**src/rtl/violation_reset_seq_pkg.sv**
```systemverilog
// Shared definitions for the violation reset sequencer: FSM encoding,
// violation request bit positions and the default pulse length.
package violation_reset_seq_pkg;

  typedef enum logic [1:0] {
    ST_IDLE         = 2'd0,
    ST_ASSERT       = 2'd1,
    ST_WAIT_HANDLER = 2'd2
  } state_e;

  localparam int VIOL_W         = 3;
  localparam int VIOL_XSTACK    = 0;
  localparam int VIOL_ACCESS    = 1;
  localparam int VIOL_ATOMIC    = 2;
  localparam int RST_CYCLES_DEF = 4;

  function automatic logic [7:0] sat_inc8(input logic [7:0] v);
    return (v == 8'hFF) ? v : v + 8'd1;
  endfunction

endpackage

```
**src/rtl/violation_reset_seq_timer.sv**
```systemverilog
// Down-counter that times the sys_rst pulse; done is high whenever the
// count has reached zero.
module rst_pulse_timer (
  input  logic       clk,
  input  logic       rst,
  input  logic       load,
  input  logic [7:0] load_val,
  output logic       done
);

  logic [7:0] cnt_q;
  logic [7:0] cnt_d;

  always_comb begin
    cnt_d = cnt_q;
    if (load) begin
      cnt_d = load_val;
    end else if (cnt_q != 8'd0) begin
      cnt_d = cnt_q - 8'd1;
    end
  end

  always_ff @(posedge clk) begin
    if (rst) begin
      cnt_q <= 8'd0;
    end else begin
      cnt_q <= cnt_d;
    end
  end

  assign done = (cnt_q == 8'd0);

endmodule

```
**src/rtl/violation_reset_seq.sv**
```systemverilog
// Turns security violation requests into a fixed-length CPU reset pulse,
// then waits for the CPU to re-enter its reset handler before re-arming.
module violation_reset_seq
  import violation_reset_seq_pkg::*;
#(
  parameter logic [15:0] RESET_HANDLER = 16'h0000,
  parameter int unsigned RST_CYCLES    = RST_CYCLES_DEF
) (
  input  logic              mclk,
  input  logic              puc_rst,
  input  logic [15:0]       pc,
  input  logic [VIOL_W-1:0] viol_req,
  input  logic              cause_clr,
  output logic              sys_rst,
  output logic [VIOL_W-1:0] viol_cause,
  output logic [7:0]        viol_cnt,
  output logic              busy
);

  localparam logic [7:0] LOAD_VAL = 8'(RST_CYCLES - 1);

  state_e            state_q, state_d;
  logic              load;
  logic              done;
  logic              sys_rst_q;
  logic [VIOL_W-1:0] cause_q, cause_d;
  logic [7:0]        cnt_q, cnt_d;
  logic              any_viol;

  assign any_viol = |viol_req;

  rst_pulse_timer u_timer (
    .clk      (mclk),
    .rst      (puc_rst),
    .load     (load),
    .load_val (LOAD_VAL),
    .done     (done)
  );

  always_ff @(posedge mclk) begin
    if (puc_rst) begin
      state_q <= ST_IDLE;
    end else begin
      state_q <= state_d;
    end
  end

  // A new violation in WAIT_HANDLER outranks reaching the handler address.
  always_comb begin
    state_d = state_q;
    load    = 1'b0;
    case (state_q)
      ST_IDLE: begin
        if (any_viol) begin
          state_d = ST_ASSERT;
          load    = 1'b1;
        end
      end
      ST_ASSERT: begin
        if (done) state_d = ST_WAIT_HANDLER;
      end
      ST_WAIT_HANDLER: begin
        if (any_viol) begin
          state_d = ST_ASSERT;
          load    = 1'b1;
        end else if (pc == RESET_HANDLER) begin
          state_d = ST_IDLE;
        end
      end
      default: state_d = ST_IDLE;
    endcase
  end

  always_comb begin
    busy = (state_q != ST_IDLE);
  end

  // Every load marks a new episode; cause_clr only acts in a quiet IDLE cycle.
  always_comb begin
    cnt_d   = load ? sat_inc8(cnt_q) : cnt_q;
    cause_d = cause_q | viol_req;
    if (state_q == ST_IDLE && cause_clr && !any_viol) begin
      cause_d = '0;
    end
  end

  always_ff @(posedge mclk) begin
    if (puc_rst) begin
      sys_rst_q <= 1'b0;
      cause_q   <= '0;
      cnt_q     <= 8'd0;
    end else begin
      sys_rst_q <= (state_d == ST_ASSERT);
      cause_q   <= cause_d;
      cnt_q     <= cnt_d;
    end
  end

  assign sys_rst    = sys_rst_q;
  assign viol_cause = cause_q;
  assign viol_cnt   = cnt_q;

endmodule

```
**config.mk**
```make
export PLATFORM = sky130hd
export DESIGN_NAME = violation_reset_seq
export DESIGN_NICKNAME = d
export VERILOG_FILES = /design/src/rtl/violation_reset_seq_pkg.sv /design/src/rtl/violation_reset_seq_timer.sv /design/src/rtl/violation_reset_seq.sv
export SDC_FILE = /design/constraint.sdc
export NUM_CORES = 1
export LEC_CHECK = 0
export BUFFER_PORTS_ARGS = -buffer_cell sky130_fd_sc_hd__buf_2
export CORE_ASPECT_RATIO = 0.8
export CORE_MARGIN = 2
export CORE_UTILIZATION = 52
export CTS_CLUSTER_DIAMETER = 40
export DETAILED_ROUTE_END_ITERATION = 7
export PLACE_DENSITY = 0.82
export SETUP_SLACK_MARGIN = 0.3
export SLEW_MARGIN = 10
export SYNTH_ARGS = -nofsm -noshare
export SYNTH_HDL_FRONTEND = slang
export SYNTH_SLANG_ARGS = --single-unit
```
**constraint.sdc**
```tcl
create_clock -name mclk -period 3.31 [get_ports mclk]
set_input_delay 0.331 -clock mclk [delete_from_list [all_inputs] [get_ports mclk]]
set_output_delay 0.331 -clock mclk [all_outputs]
set_load 0.03 [all_outputs]
```
==> flow_summary.ini <==
[detailed_routing]
routed_wl_um = 1960
routedWlPerCell_um = 11.7
drt-initial-drc-count = 5
drc_errors = 0
first_pass_iters = 4
viasPerCell = 5.34
detailroute.via_count = 891
ant_nets = 0

[synth]
netlist-cell-type-count = 35
synth_area_leaders = dfxtp_1 43%, nor2_1 7.4%, xnor2_1 5.1%, xor2_1 3.4%, a21oi_1 2.9%
ys_warn_count = 0
synth_common_cells = 22 x dfxtp_1, 20 x nor2_1, 6 x a21oi_1, 6 x xnor2_1
synth.net_count = 133
syn_area_per_cell_um2 = 9.37
yosysTopAreaCellShare = 0.431
synthArstFlopShare = 0
syn_inst = 109
yosysSeqAreaShare = 0.431
synth_compound_area_frac = 0.135
yosys_most_used_dff = dfxtp_1
synth-xor-area-share = 0.0858
muxShareOfSynthArea = 0.0208
synth_edf_count = 0
yosysMostFrequentCell = dfxtp_1
synth.cell_area_um2 = 1020
synth_top_area_cell = dfxtp_1
synthAdderAreaFrac = 0.0245
synth-simple-area-share = 0.279
synth_top_family_by_area = simple AND/OR/NAND/NOR gates
synth-seq-cells = 22

[global_routing]
grt_max_degree = 18
grt_usage = 0.195
grt_pass1_vias = 838
globalRouteOverflowTotal = 0
grt_pass1_wl_um = 3310
antenna_found_initial = 0

[min_path]
worstHoldPathCells = 2
hp-start = viol_req[2]
hold-path-endpoint = viol_cause[2]
worstHoldPathType = in2reg

[power_and_ir_drop]
vdd_ir_drop_max_uv = 279
p_leak_nw = 0.530
p_per_area_nw_per_um2 = 498

[timing]
tightest_slew_ns = 0.415
setup_viol = 0
fin_crit_ns = 1.77
slew_headroom = 0.721
fmax_mhz = 564
setup-tns-final_ns = 0
slew_viol_final = 0
rsz0062_at_grt = no
fin_crit_sh = 0.536
clock_skew_ns = 0.00243
hold_violations = 0

[worst_setup_path]
cp.required_ns = 3.51
path_max_fanout = 5
worstSetupEndpointType = flip-flop
r2r_cells = 5
worstSetupPathType = reg2reg
cp-start-kind = flip-flop
cp.arrival_ns = 1.97
rrSetupSlack_ns = 1.54
rr_startpoint = viol_cnt[0]
r2r-end = viol_cnt[6]

[placement]
numPortBuffers = 34
place_hpwl_um = 1590
placedCellCount = 164
gp_congestion = 0.819

[final_layout]
areaGrowthSynthToFinish_pct = 20.6
diodes = 0
fillCellCount = 162
drive_gt1_frac = 0.315
final_cells = 167
area.sequential_um2 = 440
multi_input_area_um2 = 557
nets = 169

[clocking]
clock_sinks = 22
clk_pin_slew_ns = 0.11
ctsLongestPathBuffers = 2
cts-buffers-inserted = 3
cts_tree = built
h-tree-depth = 1
clk_latency_ns = 0.30
clock-root-buffer = clkbuf_4
cts_resized = 0
post_cts_buffers = 0
cts_hold_buf = 0

[floorplanning]
start_util = 0.545
coreArea_um2 = 1870
die_w_um = 53.5
die-area_um2 = 2340
pin_count = 35
num_rows = 14
fp.dieH_um = 43.6

[status]
status = complete, no violations

[flow_run]
cap_violations = 0
-- report_power, final --
group / internal, W / leakage, nW / switching, W
clock network: 0.0000425 / 0.0138 / 0.0000740
logic: 0.0000761 / 0.336 / 0.000102
registers: 0.000292 / 0.180 / 0.0000276
-- placed cells by master (no fill, tap or decap), drive strengths merged --
cell,synthesis,routed
nand4,2,2
nor2,20,20
nor4b,1,1
nand3,4,4
nor2b,2,2
mux2i,1,1
nand2,2,2
or2,1,1
nand4b,2,2
nor4,4,4
nor3,4,4
a2111oi,2,2
a31o,1,1
o41ai,1,1
mux2,1,1
xnor2,6,6
a211oi,1,1
or4,1,1
a21oi,6,6
ha,2,2
clkbuf,1,3
o21a,3,3
a311oi,1,1
buf,2,34
and3,1,1
nand3b,3,3
a31oi,1,1
nand2b,2,2
dfxtp,22,22
and4,1,1
xor2,4,4
a21bo,1,1
inv,3,3
-- worst max-delay path: stages, from the launching register on --
cell     delay, ns
dfxtp_1       0.42
ha_1          0.27
and3_1        0.25
nor4b_2       0.29
nand3_1       0.13
mux2_1        0.32
-- kinds of logic (layout without fill, tap and decap cells) --
logic type,Yosys count,count (layout)
AND/OR/NAND/NOR,50,50
flip-flops,22,22
AO/OA/AOI/OAI,17,17
XOR/XNOR,10,10
buffers and inverters,6,40
adder cells (fa/ha/maj),2,2
multiplexers,2,2
-- metrics by stage --
| step | utilization | power, W | hold WS [ns] | instance area (um^2) | worst slack, ns |
|---|---|---|---|---|---|
| 5_1_grt | 0.657 | 0.000654 | 0.272 | 1230 | 1.39 |
| 3_5_place_dp | 0.645 | 0.000504 | 0.443 | 1210 | 1.54 |
| 2_1_floorplan | - | 0.000456 | 0.455 | 1020 | 1.42 |
| 4_1_cts | 0.657 | 0.000622 | 0.274 | 1230 | 1.52 |
| 6_report | 0.657 | 0.000613 | 0.286 | 1230 | 1.54 |
| 3_3_place_gp | 0.645 | 0.000495 | 0.431 | 1210 | 1.61 |
-- layout make-up --
cell class	instances	area share
Tap cell	24	0.0244
Inverter	3	0.00915
Timing Repair Buffer	34	0.138
Multi-Input combinational cell	81	0.452
Sequential cell	22	0.358
Clock buffer	3	0.0183
-- worst max path at each step --
stage,startpoint,to,slack [ns],depth (start not counted)
after detailed placement,viol_cnt[0],viol_cnt[6],1.54,5
after CTS,viol_cnt[0],viol_cnt[6],1.52,5
after global placement,viol_cnt[0],viol_cnt[6],1.61,5
after global routing,viol_cnt[1],viol_cnt[6],1.39,5
after floorplan,viol_cnt[0],viol_cnt[6],1.42,5
final,viol_cnt[0],viol_cnt[6],1.54,5
-- registers in the layout, summed over array words and instances, names as in the netlist --
name           count
viol_cause         3
sys_rst            1
state_q            2
u_timer.cnt_q      8
viol_cnt           8
-- metal layers --
metal,vias to the layer above,wire [um],global-route usage
met5,-,0,0
met4,0,15,0.0513
met3,2,124,0.0724
met2,25,953,0.336
met1,404,868,0.226
li1,460,-,-
(Power assumes the default switching activity.)
